`config.mk`:
```
export PLATFORM = sky130hd
export DESIGN_NAME = alu_arbiter
export DESIGN_NICKNAME = d
export VERILOG_FILES = /design/src/rtl/alu_pkg.sv /design/src/rtl/alu_arbiter_rr_arb2.sv /design/src/rtl/alu_arbiter.sv
export SDC_FILE = /design/constraint.sdc
export NUM_CORES = 1
export LEC_CHECK = 0
export BUFFER_PORTS_ARGS = -buffer_cell sky130_fd_sc_hd__buf_2
export CORE_AREA = 2 2 113 115
export DETAILED_ROUTE_END_ITERATION = 16
export DIE_AREA = 0 0 115 117
export PLACE_DENSITY = 0.57
export SETUP_SLACK_MARGIN = 0.5
export SYNTH_ARGS = -nofsm -noshare
export SYNTH_HDL_FRONTEND = slang
export SYNTH_SLANG_ARGS = --single-unit
```
`constraint.sdc`:
```
create_clock -name clk -period 3.6 [get_ports clk]
set_clock_uncertainty 0.05 [all_clocks]
set_input_delay 0.54 -clock clk [delete_from_list [all_inputs] [get_ports clk]]
set_output_delay 0.54 -clock clk [all_outputs]
set_load 0.03 [all_outputs]
```
`src/rtl/alu_pkg.sv`:
```
// Shared ALU definitions: control codes, widths, op legality and response-slot states.
package alu_pkg;

    localparam int XLEN      = 32;
    localparam int ALU_CTR_W = 5;

    localparam logic [ALU_CTR_W-1:0] ALU_ADD   = 5'b00000;
    localparam logic [ALU_CTR_W-1:0] ALU_SUB   = 5'b00001;
    localparam logic [ALU_CTR_W-1:0] ALU_SLL   = 5'b00010;
    localparam logic [ALU_CTR_W-1:0] ALU_SLT   = 5'b00011;
    localparam logic [ALU_CTR_W-1:0] ALU_SLTU  = 5'b00100;
    localparam logic [ALU_CTR_W-1:0] ALU_XOR   = 5'b00101;
    localparam logic [ALU_CTR_W-1:0] ALU_SRL   = 5'b00110;
    localparam logic [ALU_CTR_W-1:0] ALU_SRA   = 5'b00111;
    localparam logic [ALU_CTR_W-1:0] ALU_OR    = 5'b01000;
    localparam logic [ALU_CTR_W-1:0] ALU_AND   = 5'b01001;
    localparam logic [ALU_CTR_W-1:0] ALU_ADDI  = 5'b01010;
    localparam logic [ALU_CTR_W-1:0] ALU_SLTI  = 5'b01011;
    localparam logic [ALU_CTR_W-1:0] ALU_SLTIU = 5'b01100;
    localparam logic [ALU_CTR_W-1:0] ALU_XORI  = 5'b01101;
    localparam logic [ALU_CTR_W-1:0] ALU_ORI   = 5'b01110;
    localparam logic [ALU_CTR_W-1:0] ALU_ANDI  = 5'b01111;
    localparam logic [ALU_CTR_W-1:0] ALU_SLLI  = 5'b10001;
    localparam logic [ALU_CTR_W-1:0] ALU_SRLI  = 5'b10010;
    localparam logic [ALU_CTR_W-1:0] ALU_SRAI  = 5'b10011;

    typedef enum logic {
        S_EMPTY = 1'b0,
        S_FULL  = 1'b1
    } rsp_state_e;

    function automatic logic op_legal(input logic [ALU_CTR_W-1:0] op);
        return (op <= ALU_ANDI) || ((op >= ALU_SLLI) && (op <= ALU_SRAI));
    endfunction

endpackage

```
`src/rtl/alu_arbiter_rr_arb2.sv`:
```
// Two-way grant: lock owner first, then fixed priority or round-robin on the `last` winner.
module rr_arb2 #(
    parameter bit FIXED_PRIO = 1'b0
) (
    input  logic       clk,
    input  logic       rst,
    input  logic       enable_i,
    input  logic [1:0] valid_i,
    input  logic       lock_vld_i,
    input  logic       lock_port_i,
    input  logic       update_i,
    input  logic       update_port_i,
    output logic [1:0] grant_o
);

    logic last_q;
    logic last_d;

    always_comb begin
        last_d = last_q;
        if (update_i) begin
            last_d = update_port_i;
        end
    end

    always_ff @(posedge clk) begin
        if (rst) begin
            last_q <= 1'b1;
        end else begin
            last_q <= last_d;
        end
    end

    // A held lock starves the other port even when the owner is idle.
    always_comb begin
        grant_o = 2'b00;
        if (enable_i) begin
            if (lock_vld_i) begin
                grant_o[lock_port_i] = valid_i[lock_port_i];
            end else if (valid_i == 2'b11) begin
                if (FIXED_PRIO) begin
                    grant_o = 2'b01;
                end else begin
                    grant_o = last_q ? 2'b01 : 2'b10;
                end
            end else begin
                grant_o = valid_i;
            end
        end
    end

endmodule

```
`src/rtl/alu_arbiter.sv`:
```
// Shares one combinational ALU between two requesters and returns results
// through a one-entry registered response slot with backpressure.
module alu_arbiter
    import alu_pkg::*;
#(
    parameter int TAG_W      = 4,
    parameter bit FIXED_PRIO = 1'b0
) (
    input  logic                 clk,
    input  logic                 rst,
    input  logic                 req0_valid,
    output logic                 req0_ready,
    input  logic [ALU_CTR_W-1:0] req0_op,
    input  logic [XLEN-1:0]      req0_a,
    input  logic [XLEN-1:0]      req0_b,
    input  logic                 req0_lock,
    input  logic [TAG_W-1:0]     req0_tag,
    input  logic                 req1_valid,
    output logic                 req1_ready,
    input  logic [ALU_CTR_W-1:0] req1_op,
    input  logic [XLEN-1:0]      req1_a,
    input  logic [XLEN-1:0]      req1_b,
    input  logic                 req1_lock,
    input  logic [TAG_W-1:0]     req1_tag,
    output logic [XLEN-1:0]      alu_a,
    output logic [XLEN-1:0]      alu_b,
    output logic [ALU_CTR_W-1:0] alu_ctr,
    input  logic [XLEN-1:0]      alu_result,
    output logic                 rsp_valid,
    input  logic                 rsp_ready,
    output logic                 rsp_port,
    output logic [TAG_W-1:0]     rsp_tag,
    output logic [XLEN-1:0]      rsp_result,
    output logic                 rsp_err
);

    rsp_state_e           state_q, state_d;
    logic                 rsp_port_q, rsp_port_d;
    logic [TAG_W-1:0]     rsp_tag_q, rsp_tag_d;
    logic [XLEN-1:0]      rsp_result_q, rsp_result_d;
    logic                 rsp_err_q, rsp_err_d;
    logic                 lock_vld_q, lock_vld_d;
    logic                 lock_port_q, lock_port_d;

    logic                 slot_free;
    logic                 arb_en;
    logic [1:0]           grant;
    logic                 accept;
    logic                 acc_port;
    logic [ALU_CTR_W-1:0] sel_op;
    logic [XLEN-1:0]      sel_a;
    logic [XLEN-1:0]      sel_b;
    logic                 sel_lock;
    logic [TAG_W-1:0]     sel_tag;
    logic                 sel_legal;

    // Gating with rst keeps both readies low during the reset cycle.
    assign slot_free = (state_q == S_EMPTY) || rsp_ready;
    assign arb_en    = slot_free && !rst;

    rr_arb2 #(
        .FIXED_PRIO (FIXED_PRIO)
    ) u_arb (
        .clk           (clk),
        .rst           (rst),
        .enable_i      (arb_en),
        .valid_i       ({req1_valid, req0_valid}),
        .lock_vld_i    (lock_vld_q),
        .lock_port_i   (lock_port_q),
        .update_i      (accept),
        .update_port_i (acc_port),
        .grant_o       (grant)
    );

    assign accept     = |grant;
    assign acc_port   = grant[1];
    assign req0_ready = grant[0];
    assign req1_ready = grant[1];

    assign sel_op    = acc_port ? req1_op   : req0_op;
    assign sel_a     = acc_port ? req1_a    : req0_a;
    assign sel_b     = acc_port ? req1_b    : req0_b;
    assign sel_lock  = acc_port ? req1_lock : req0_lock;
    assign sel_tag   = acc_port ? req1_tag  : req0_tag;
    assign sel_legal = op_legal(sel_op);

    always_comb begin
        alu_a   = '0;
        alu_b   = '0;
        alu_ctr = '0;
        if (accept) begin
            alu_a   = sel_a;
            alu_b   = sel_b;
            alu_ctr = sel_legal ? sel_op : ALU_ADD;
        end
    end

    always_comb begin
        state_d = state_q;
        case (state_q)
            S_EMPTY: if (accept) state_d = S_FULL;
            S_FULL:  if (rsp_ready && !accept) state_d = S_EMPTY;
            default: state_d = S_EMPTY;
        endcase
    end

    always_comb begin
        rsp_port_d   = rsp_port_q;
        rsp_tag_d    = rsp_tag_q;
        rsp_result_d = rsp_result_q;
        rsp_err_d    = rsp_err_q;
        lock_vld_d   = lock_vld_q;
        lock_port_d  = lock_port_q;
        if (accept) begin
            rsp_port_d   = acc_port;
            rsp_tag_d    = sel_tag;
            rsp_result_d = sel_legal ? alu_result : '0;
            rsp_err_d    = !sel_legal;
            if (sel_lock) begin
                lock_vld_d  = 1'b1;
                lock_port_d = acc_port;
            end else if (lock_vld_q && (lock_port_q == acc_port)) begin
                lock_vld_d = 1'b0;
            end
        end
    end

    always_ff @(posedge clk) begin
        if (rst) begin
            state_q      <= S_EMPTY;
            rsp_port_q   <= 1'b0;
            rsp_tag_q    <= '0;
            rsp_result_q <= '0;
            rsp_err_q    <= 1'b0;
            lock_vld_q   <= 1'b0;
            lock_port_q  <= 1'b0;
        end else begin
            state_q      <= state_d;
            rsp_port_q   <= rsp_port_d;
            rsp_tag_q    <= rsp_tag_d;
            rsp_result_q <= rsp_result_d;
            rsp_err_q    <= rsp_err_d;
            lock_vld_q   <= lock_vld_d;
            lock_port_q  <= lock_port_d;
        end
    end

    assign rsp_valid  = (state_q == S_FULL);
    assign rsp_port   = rsp_port_q;
    assign rsp_tag    = rsp_tag_q;
    assign rsp_result = rsp_result_q;
    assign rsp_err    = rsp_err_q;

endmodule

```
==> reports/results.tsv, run 1 <==
stage	metric	value	unit
route	dr_wl_met2	5619	um
synthesis	syn_area_per_cell	9.966	um2
global_routing	grt_pass1_vias	2972	
route	drt_iter0_drc	185	
cts	path_clk_slew	0.06	ns
placed_design	dp_hpwl	9174	um
timing	setup_tns	0	ns
synthesis	yosysWarnings	0	
floorplan	dieArea	13460	um2
synthesis	synthAdderAreaFrac	0	%
worst_setup_path	crit_path_cell_trace	nand3b_1 > and3_1 > nand2_2 > inv_2 > buf_8 > a22o_1 > buf_2	
synthesis	synth-seq-cells	42	
synthesis	synth_top_family_by_area	compound AO/OA/AOI/OAI gates	
route	wire_per_inst	16.98	um
synthesis	syn_nets	413	
placed_design	place.gp.congestion	0.8646	
job	cap_viol_max_count	0	
floorplan	dieHeight	117	um
status	status	completed	
worst_setup_path	r2r_start	lock_vld_q	
power	cellPowerDensity	397.2	nW/um2
route	ant_nets	0	
timing	rsz0062_at_grt	no	
final_layout	syn2layout_area_growth	74.67	%
worst_setup_path	cp.required	3.01	ns
placed_design	dp_slack	0.5007	ns
cts	clockRootBuffer	clkbuf_16	
worst_setup_path	crit_type	reg2out	
synthesis	synth_area_leaders	dfxtp_1, a22o_1, a32o_1	
worst_setup_path	crit_start	lock_vld_q	
global_routing	track_usage	14.87	%
floorplan	num_rows	41	
global_routing	grt-ovfl-total	0	
worst_setup_path	crit_buf_inv	3	
cts	cts_tree	built	
route	dr.pass1.iters	6	
timing	fin_crit	2.914	ns
cts	clock_latency	0.28	ns
cts	cts_buffers	5	
route	wl_met1	4434	um
route	vias_per_cell	4.883	
floorplan	io_pins	295	
worst_setup_path	critPathMaxStageDelay	0.39	ns
timing	timing.final.crit_share	80.94	%
timing	max_slew_margin	13.09	%
timing	fmax	0.3432	GHz
synthesis	synth_simple_gate_area_share	6.333	%
synthesis	synth_top_area_share	37.00	%
synthesis	synth_top_area_cell	dfxtp_1	
synthesis	synth_compound_area_share	46.75	%
global_routing	antenna_found_initial	2	
synthesis	seq_area_frac_synth	37.00	%
timing	worst_pin_slew	1.304	ns
final_layout	design_area	3969	um2
power	p_leak	2.157	nW
route	via_count	3208	
synthesis	synth_cell_type_count	31	
worst_setup_path	critPathLaunchType	register	
synthesis	syn_inst	228	
power	max-vdd-ir-drop	0.0001937	V
worst_setup_path	end_kind	primary output	
global_routing	grt_pass1_wl	15670	um
timing	slew_violations	0	
worst_setup_path	cp.arrival	2.32	ns
placed_design	post_dp_cell_area	3809	um2
min_path	min-delay-start	rsp_result[19]	
floorplan	core_area	12310	um2
final_layout	drive_gt1_share	61.19	%
worst_setup_path	cp_max_fo	65	
worst_setup_path	cpLargestDelayFamily	simple AND/OR/NAND/NOR gates	
route	highest_layer	met4	
worst_setup_path	crit_slowest_cell	dfxtp_1	
timing	hold_viol_final	0	
final_layout	num-nets-final	689	
final_layout	fin_util	32.24	%
synthesis	synth_area	2272	um2
floorplan	die_x	115	um
route	route.detailed.drc	0	
cts	htreeDepth	2	
synthesis	synth.area.mux_share	2.203	%
min_path	worstHoldPathType	reg2reg	
timing	whs	0.4090	ns
placed_design	io_buffer_count	294	
global_routing	grt_start_max_net_pins	70	
timing	finalSetupViolations	0	
cts	cts_setup_buffers	0	
route	wl	11160	um
cts	clk_path_buf_depth	2	
floorplan	initial_core_util	18.46	%
timing	worst_slack	0.6860	ns
route	wl_met3	961	um
cts	clock-sinks	42	
synthesis	synth_xor_area_share	0	%
## metrics by stage
stage                     cells  power (W)
after floorplan             228  0.0009126
after global placement      647   0.001134
after detailed placement    647   0.001137
after CTS                   655   0.001596
after global routing        657   0.001652
final                       657   0.001576
## cells by family (layout without fill, tap and decap cells)
kind of cell	count (synthesis)	count (layout)
other cells	0	2
flops	42	42
compound gates	122	122
buf+inv	32	309
simple gates	27	27
mux	5	5
## cell type report
class / count / area (um2)
diodes: 2 / 5.005
repair buffers: 297 / 1514
fillers: 1293 / 8343
clock inverters: 1 / 5.005
multi-input cells: 154 / 1259
flip-flops and latches: 42 / 840.8
well taps: 150 / 187.7
clock buffers: 7 / 142.6
inverters: 4 / 15.01
## final timing paths
check	end	depth (start not counted)	slack, ns
max	alu_b[1]	7	0.69
min	rsp_result[19]	1	0.41
max reg2reg	rsp_err	4	1.18
min reg2reg	rsp_result[19]	1	0.41
## per-layer routing
metal,vias up,global-route usage (%)
met4,0,4.096
li1,1503,-
met2,169,26.94
met3,11,3.296
met5,-,0
met1,1525,17.72
## timing repair
| item | 4_1_cts | 5_1_grt |
|---|---|---|
| endpoints found under the hold margin | 0 | 0 |
| endpoints found under the setup margin | 8 | 6 |
| gates resized for setup | 1 | 2 |
| hold buffers | 0 | 0 |
| pin swaps | 0 | 0 |
## cell usage after synthesis
| master | number |
|---|---|
| nor3_1 | 6 |
| nand3b_1 | 1 |
| buf_2 | 17 |
| inv_2 | 2 |
| a21boi_0 | 1 |
| o21ai_0 | 2 |
| a22o_1 | 64 |
| inv_1 | 1 |
| clkinv_1 | 1 |
| nand2_1 | 4 |
| a21oi_1 | 8 |
| and2_4 | 1 |
| o31ai_1 | 6 |
| nor2b_1 | 1 |
| clkbuf_1 | 6 |
| nor2_1 | 4 |
| a31oi_1 | 1 |
| a32o_1 | 33 |
| nand2b_1 | 2 |
| buf_6 | 4 |
| dfxtp_1 | 42 |
| a22oi_1 | 1 |
| and3_1 | 1 |
| nand3_1 | 3 |
| nand4_1 | 2 |
| buf_4 | 1 |
| or3b_1 | 1 |
| nand2_2 | 1 |
| mux2i_1 | 5 |
| a32oi_1 | 5 |
| a2111o_1 | 1 |
## placed cells by master (no fill, tap or decap), types with 2 or more instances in the layout
master     netlist  routed
nand2_1          4       4
nand3_1          3       3
diode_2          0       2
a32o_1          33      33
o21ai_0          2       2
dfxtp_1         42      42
nor2_1           4       3
nor3_1           6       6
mux2i_1          5       5
nand2b_1         2       2
clkbuf_16        0       5
o31ai_1          6       6
a22o_1          64      64
a32oi_1          5       5
a21oi_1          8       8
inv_2            2       2
buf_2           17     294
nand4_1          2       2
## sequential cells by signal, summed over array words and instances (netlist names)
signal / cells
lock_vld_q: 1
u_arb.last_q: 1
rsp_port: 1
rsp_err: 1
lock_port_q: 1
rsp_tag: 4
rsp_valid: 1
rsp_result: 32
## power breakdown
group	internal (W)	switching (W)
Clock	0.000275	0.000175
Sequential	0.000505	0.0000200
Combinational	0.000220	0.000381
(Power assumes the default switching activity.)
==> run 2, diff against run 1 <==
--- a/config.mk
+++ b/config.mk
@@ -5,11 +5,12 @@
 export SDC_FILE = /design/constraint.sdc
 export NUM_CORES = 1
 export LEC_CHECK = 0
+export ABC_AREA = 1
 export BUFFER_PORTS_ARGS = -buffer_cell sky130_fd_sc_hd__buf_2
-export CORE_AREA = 2 2 113 115
+export CORE_AREA = 2 2 114 116
 export DETAILED_ROUTE_END_ITERATION = 16
-export DIE_AREA = 0 0 115 117
-export PLACE_DENSITY = 0.57
+export DIE_AREA = 0 0 116 118
+export PLACE_DENSITY = 0.6
 export SETUP_SLACK_MARGIN = 0.5
 export SYNTH_ARGS = -nofsm -noshare
 export SYNTH_HDL_FRONTEND = slang
==> constraint.sdc (replaced) <==
create_clock -name clk -period 2.7 [get_ports clk]
set_clock_uncertainty 0.05 [all_clocks]
set_input_delay 0.405 -clock clk [delete_from_list [all_inputs] [get_ports clk]]
set_output_delay 0.405 -clock clk [all_outputs]
set_load 0.03 [all_outputs]
==> run 2 against run 1 <==
Effect of this change:
- combinational power up 130%
- final area is 50% higher
- largest cell class unchanged
- wire length rose by 37%
- synthesized area grew 18%
- utilization rose by 16 points
- count of clock-buffer cells in the layout unchanged
- synthesized cell count grew 98%
- critical path depth rose by 2
==> reports/results.tsv, run 2 <==
stage	metric	value	unit	change
status	status	completed		unchanged
cts	cts_tree	built		unchanged
synthesis	syn_inst	451		was 228
synthesis	seq_area_frac_synth	31.31	%	was 37.00%
cts	clock-sinks	42		unchanged
min_path	worstHoldPathType	in2reg		was reg2reg
final_layout	fin_util	47.83	%	was 32.24%
power	max-vdd-ir-drop	0.0003437	V	was 0.0001937 V
timing	slew_violations	0		unchanged
final_layout	drive_gt1_share	58.89	%	was 61.19%
worst_setup_path	cp_max_fo	5		was 65
cts	htreeDepth	2		unchanged
power	clockPowerShare	24.2	%	was 28.5%
power	p_switching	0.001088	W	was 0.0005758 W
cts	clockRootBuffer	clkbuf_16		unchanged
synthesis	synth_top_area_cell	dfxtp_1		unchanged
route	wl	15330	um	was 11,160 um
route	vias_per_cell	4.591		was 4.883
final_layout	layout_common_cells	buf_2, nand2_1, buf_6		was buf_2, a22o_1, dfxtp_1
synthesis	syn_area_per_cell	5.954	um2	was 9.966 um2
worst_setup_path	crit_type	reg2out		unchanged
route	wire_per_inst	16.43	um	was 16.98 um
floorplan	num_rows	41		unchanged
timing	rsz0062_at_grt	yes		was no
power	p_comb_share	49.8	%	was 38.1%
route	drt_iter0_drc	201		was 185
power	p_sw_share	39.25	%	was 36.53%
timing	hold_viol_final	0		unchanged
power	fin_total_pwr	0.002773	W	was 0.001576 W
timing	fmax	0.4113	GHz	
cts	clock_latency	0.28	ns	about the same
power	power_frac_seq	25.9	%	was 33.3%
timing	max_slew_margin	69.40	%	was 13.09%
synthesis	synth_top_area_share	31.31	%	was 37.00%
timing	whs	0.3162	ns	was 0.4090 ns
worst_setup_path	crit_start	rsp_valid		was lock_vld_q
final_layout	num-nets-final	943		was 689
global_routing	grt-ovfl-total	0		unchanged
floorplan	die_x	116	um	was 115 um
placed_design	io_buffer_count	294		unchanged
placed_design	dp.cells	890		was 647
final_layout	largest_reg_flops	32		unchanged
synthesis	synth_area_leaders	dfxtp_1, nand2_1, a21oi_1		was dfxtp_1, a22o_1, a32o_1
synthesis	synth-seq-cells	42		unchanged
worst_setup_path	cp.required	2.25	ns	was 3.01 ns
cts	path_clk_slew	0.06	ns	about the same
final_layout	instances_no_fill	933		was 657
synthesis	synth-edff-count	0		unchanged
synthesis	ys_top_cells_by_count	nand2_1, a21oi_1, dfxtp_1, o21ai_0, clkbuf_1		was a22o_1, dfxtp_1, a32o_1, buf_2, a21oi_1
timing	worst_pin_slew	0.4590	ns	was 1.304 ns
floorplan	core_area	12410	um2	was 12,310 um2
route	via_count	4283		was 3,208
global_routing	met2_usage	32.49	%	was 26.94%
power	p_leak	3.063	nW	was 2.157 nW
synthesis	yosysWarnings	0		unchanged
cts	clk_path_buf_depth	2		unchanged
timing	fin_crit	2.431	ns	
global_routing	grt_start_max_net_pins	75		was 70
floorplan	initial_core_util	21.63	%	was 18.46%
synthesis	yosysMostFrequentCell	nand2_1		was a22o_1
synthesis	synth-async-reset-ratio	0	%	unchanged
power	cellPowerDensity	467.0	nW/um2	was 397.2 nW/um2
floorplan	dieHeight	118	um	was 117 um
job	cap_viol_max_count	0		unchanged
cts	cts_buffers	5		unchanged
synthesis	ys_dominant_reg_cell	dfxtp_1		unchanged
timing	finalSetupViolations	0		unchanged
timing	setup_tns	0	ns	unchanged
synthesis	synth_cell_type_count	22		was 31
global_routing	grt_util_met3	5.046	%	was 3.296%
placed_design	place.gp.congestion	0.7761		was 0.8646
global_routing	grt_pass1_wl	19380	um	was 15,670 um
final_layout	final_common_cell	buf_2		unchanged
floorplan	io_pins	295		unchanged
global_routing	busiest_layer	met2		unchanged
route	route.detailed.drc	0		unchanged
power	intPower	0.001685	W	was 0.001001 W
global_routing	track_usage	17.90	%	was 14.87%
synthesis	syn_nets	636		was 413
floorplan	dieArea	13690	um2	was 13,460 um2
route	dr.pass1.iters	4		was 6
worst_setup_path	cp.arrival	1.98	ns	was 2.32 ns
worst_setup_path	critPathLaunchType	register		unchanged
worst_setup_path	r2r_start	lock_port_q		was lock_vld_q
min_path	min-delay-start	rst		was rsp_result[19]
cts	ctsHoldBuffers	0		unchanged
global_routing	grt_pass1_vias	3849		was 2,972
synthesis	synth_area	2685	um2	was 2272 um2
worst_setup_path	end_kind	primary output		unchanged
final_layout	syn2layout_area_growth	121.2	%	was 74.67%
placed_design	dp_hpwl	9706	um	was 9174 um
timing	timing.final.crit_share	90.04	%	
global_routing	grt_use_met1	20.21	%	was 17.72%
global_routing	antenna_found_initial	2		unchanged
route	ant_nets	0		unchanged
==> run 2: stage by stage <==
step	area (um2)	setup WS (ns)
global route	5938	0.2189
floorplan	2724	0.3802
CTS	5134	0.3646
global placement	4315	0.2888
detailed placement	4315	0.2698
finish	5938	0.2689
==> run 2: routing by layer <==
| layer | up-vias | part of all wire, % |
|---|---|---|
| li1 | 2095 | - |
| met1 | 1910 | 38 |
| met2 | 236 | 50 |
| met3 | 42 | 8.7 |
| met4 | 0 | 3.0 |
| met5 | - | 0 |
==> run 2: final cells by class <==
class	count	area [um2]
repair inverters	1	8.758
clock buffers	7	132.6
diodes	2	5.005
fillers	1223	6476
repair buffers	335	2499
flip-flops and latches	42	847.1
multi-input cells	359	2128
inverters	14	72.57
clock inverters	1	30.03
well taps	172	215.2
==> run 2: worst paths after layout <==
path | to | slack [ns] | cells after the start
setup / recovery | alu_b[23] | 0.27 | 9
hold / removal | lock_port_q | 0.32 | 2
setup reg to reg | rsp_tag[1] | 0.63 | 10
hold reg to reg | rsp_port | 0.43 | 2
==> run 2: kinds of logic (layout without fill, tap and decap cells) <==
family,after synthesis,after routing,synth area share [%]
other,0,2,0
DFF,42,42,31.31
buffers and inverters,51,358,8.714
and+or+nand+nor,213,214,31.55
AOI/OAI and AO/OA,145,145,28.42
==> run 2: worst max-delay path: stages, from the launching register on <==
cell,delay [ns]
dfxtp_4,0.35
a21oi_4,0.18
buf_12,0.13
nand3_4,0.13
inv_6,0.15
buf_8,0.14
clkbuf_16,0.16
nand2_1,0.07
a21oi_1,0.19
buf_4,0.20
==> run 2: power by group through the flow <==
stage / sequential (W) / clock (W) / combinational, W
6_report: 0.000719 / 0.000672 / 0.00138
5_1_grt: 0.000727 / 0.000719 / 0.00148
4_1_cts: 0.000719 / 0.000695 / 0.00116
3_5_place_dp: 0.000728 / 0 / 0.000981
3_3_place_gp: 0.000730 / 0 / 0.000976
2_1_floorplan: 0.000851 / 0 / 0.000511
==> run 2: repair_timing <==
action / in CTS / in global routing
gates resized for setup: 134 / 138
pin swaps: 10 / 34
gates cloned: 5 / 12
setup endpoints to repair: 70 / 108
buffers inserted: 14 / 2
==> run 3, diff against run 2 <==
--- a/config.mk
+++ b/config.mk
@@ -5,12 +5,11 @@
 export SDC_FILE = /design/constraint.sdc
 export NUM_CORES = 1
 export LEC_CHECK = 0
-export ABC_AREA = 1
 export BUFFER_PORTS_ARGS = -buffer_cell sky130_fd_sc_hd__buf_2
-export CORE_AREA = 2 2 114 116
+export CORE_AREA = 2 2 113 115
 export DETAILED_ROUTE_END_ITERATION = 16
-export DIE_AREA = 0 0 116 118
-export PLACE_DENSITY = 0.6
+export DIE_AREA = 0 0 115 117
+export PLACE_DENSITY = 0.57
 export SETUP_SLACK_MARGIN = 0.5
 export SYNTH_ARGS = -nofsm -noshare
 export SYNTH_HDL_FRONTEND = slang
==> run 3 against run 2 <==
Effect of this change:
- critical path depth shrank 2
- sequential cell count did not move
- count of clock-buffer cells in the layout decreased by 2
- maximum frequency is 3.1% higher
- final cell count down 27%
- clock power down 12%
- largest cell class unchanged
- highest routed layer unchanged
==> reports/results.tsv, run 3 (synthesis results as in run 1) <==
stage	metric	value	unit	change
final_layout	final_common_cell	buf_2		unchanged
timing	setup_tns	0	ns	unchanged
cts	cts_buffers	5		unchanged
final_layout	instances_no_fill	677		was 933
placed_design	dp_hpwl	9538	um	was 9706 um
placed_design	place.gp.congestion	0.8827		was 0.7761
global_routing	grt_start_max_net_pins	36		was 75
worst_setup_path	crit_slowest_cell	or3b_4		was dfxtp_4
job	cap_viol_max_count	0		unchanged
timing	worst_pin_slew	0.7447	ns	was 0.4590 ns
route	route.detailed.drc	0		unchanged
power	cellPowerDensity	496.7	nW/um2	was 467.0 nW/um2
placed_design	dp.cells	650		was 890
cts	clockRootBuffer	clkbuf_16		unchanged
worst_setup_path	cp.required	2.25	ns	about the same
power	fin_total_pwr	0.002211	W	was 0.002773 W
floorplan	num_rows	41		unchanged
route	wire_per_inst	18.35	um	was 16.43 um
final_layout	num-nets-final	708		was 943
floorplan	core_area	12310	um2	was 12,410 um2
cts	path_clk_slew	0.06	ns	about the same
final_layout	syn2layout_area_growth	95.87	%	was 121.2%
final_layout	layout_common_cells	buf_2, a22o_1, buf_4		was buf_2, nand2_1, buf_6
cts	clk_path_buf_depth	2		unchanged
floorplan	dieHeight	117	um	was 118 um
placed_design	io_buffer_count	294		unchanged
final_layout	largest_reg_flops	32		unchanged
timing	max_slew_margin	50.35	%	was 69.40%
timing	fin_crit	2.359	ns	was 2.431 ns
worst_setup_path	crit_path_cell_trace	or3b_4 > nand4_1 > inv_4 > buf_6 > a32oi_2 > nor3_2 > buf_4		was a21oi_4 > buf_12 > nand3_4 > inv_6 > buf_8 > clkbuf_16 > nand2_1 > a21oi_1 > buf_4
final_layout	fin_util	36.15	%	was 47.83%
global_routing	grt_pass1_wl	16990	um	was 19,380 um
cts	clock_latency	0.28	ns	about the same
floorplan	initial_core_util	18.46	%	was 21.63%
route	wl	12420	um	was 15,330 um
worst_setup_path	crit_type	reg2out		unchanged
route	drt_iter0_drc	159		was 201
floorplan	dieArea	13460	um2	was 13,690 um2
timing	hold_viol_final	0		unchanged
worst_setup_path	cp.arrival	1.90	ns	was 1.98 ns
worst_setup_path	cp_max_fo	6		was 5
global_routing	antenna_found_initial	3		was 2
power	p_leak	2.343	nW	was 3.063 nW
route	dr.pass1.iters	4		unchanged
cts	cts_tree	built		unchanged
timing	finalSetupViolations	0		unchanged
global_routing	grt_pass1_vias	3190		was 3,849
worst_setup_path	critPathMaxStageDelay	0.38	ns	was 0.35 ns
cts	ctsHoldBuffers	0		unchanged
min_path	worstHoldPathType	in2reg		unchanged
cts	clock-sinks	42		unchanged
power	max-vdd-ir-drop	0.0002914	V	was 0.0003437 V
timing	timing.final.crit_share	87.37	%	was 90.04%
global_routing	grt-ovfl-total	0		unchanged
floorplan	die_x	115	um	was 116 um
worst_setup_path	critPathLaunchType	register		unchanged
global_routing	track_usage	16.54	%	was 17.90%
timing	fmax	0.4239	GHz	was 0.4113 GHz
final_layout	drive_gt1_share	67.18	%	was 58.89%
cts	htreeDepth	2		unchanged
timing	rsz0062_at_grt	yes		unchanged
worst_setup_path	end_kind	primary output		unchanged
route	vias_per_cell	5.074		was 4.591
floorplan	io_pins	295		unchanged
route	ant_nets	0		unchanged
timing	slew_violations	0		unchanged
route	via_count	3435		was 4,283
status	status	completed		unchanged
==> run 3: per-layer routing <==
layer	GRT usage [%]	wire [um]
met1	18.84	4729
met2	30.31	6325
met3	3.862	1169
met4	5.783	196
met5	0	0
==> run 3: final timing paths <==
kind             startpoint             end  slack [ns]  cells past startpoint
max              lock_vld_q      alu_ctr[3]        0.34                      7
min           alu_result[5]   rsp_result[5]        0.30                      2
max reg2reg     lock_port_q     lock_port_q        0.48                     14
min reg2reg  rsp_result[30]  rsp_result[30]        0.41                      1
==> run 3: report_power, final <==
part	switching (W)	total, W	internal [W]
sequential	0.0000284	0.000701	0.000673
combinational	0.000546	0.000917	0.000371
clock	0.000251	0.000593	0.000342
total	0.000825	0.00221	0.00139
==> run 3: critical path, delay by kind of cell, from the launching register on <==
| family | cells | cell delay [ns] |
|---|---|---|
| and+or+nand+nor | 3 | 0.61 |
| AOI/OAI and AO/OA | 1 | 0.21 |
| buffers and inverters | 3 | 0.44 |
| DFF | 1 | 0.36 |
==> run 3: layout make-up <==
class	instances	area, um2
Inverter	4	22.52
Fill cell	1275	7861
Timing Repair Buffer	316	1853
Clock inverter	3	21.27
Multi-Input combinational cell	154	1385
Tap cell	150	187.7
Sequential cell	42	848.3
Antenna cell	3	7.507
Clock buffer	5	125.1
==> run 3: repair_timing <==
action,4_1_cts,5_1_grt
cloned,3,0
pin swaps,2,7
hold endpoints to repair,0,0
resized for setup,34,67
buffers inserted,12,1
endpoints found under the setup margin,104,73
==> run 3: per-stage QoR <==
stage / worst slack (ns) / hold WS (ns) / cell area (um2)
6_report: 0.3411 / 0.3045 / 4451
3_5_place_dp: 0.08235 / 0.3993 / 3869
3_3_place_gp: 0.1257 / 0.3919 / 3869
2_1_floorplan: 0.5041 / 0.4084 / 2297
5_1_grt: 0.2743 / 0.2978 / 4451
4_1_cts: 0.3234 / 0.2945 / 4297
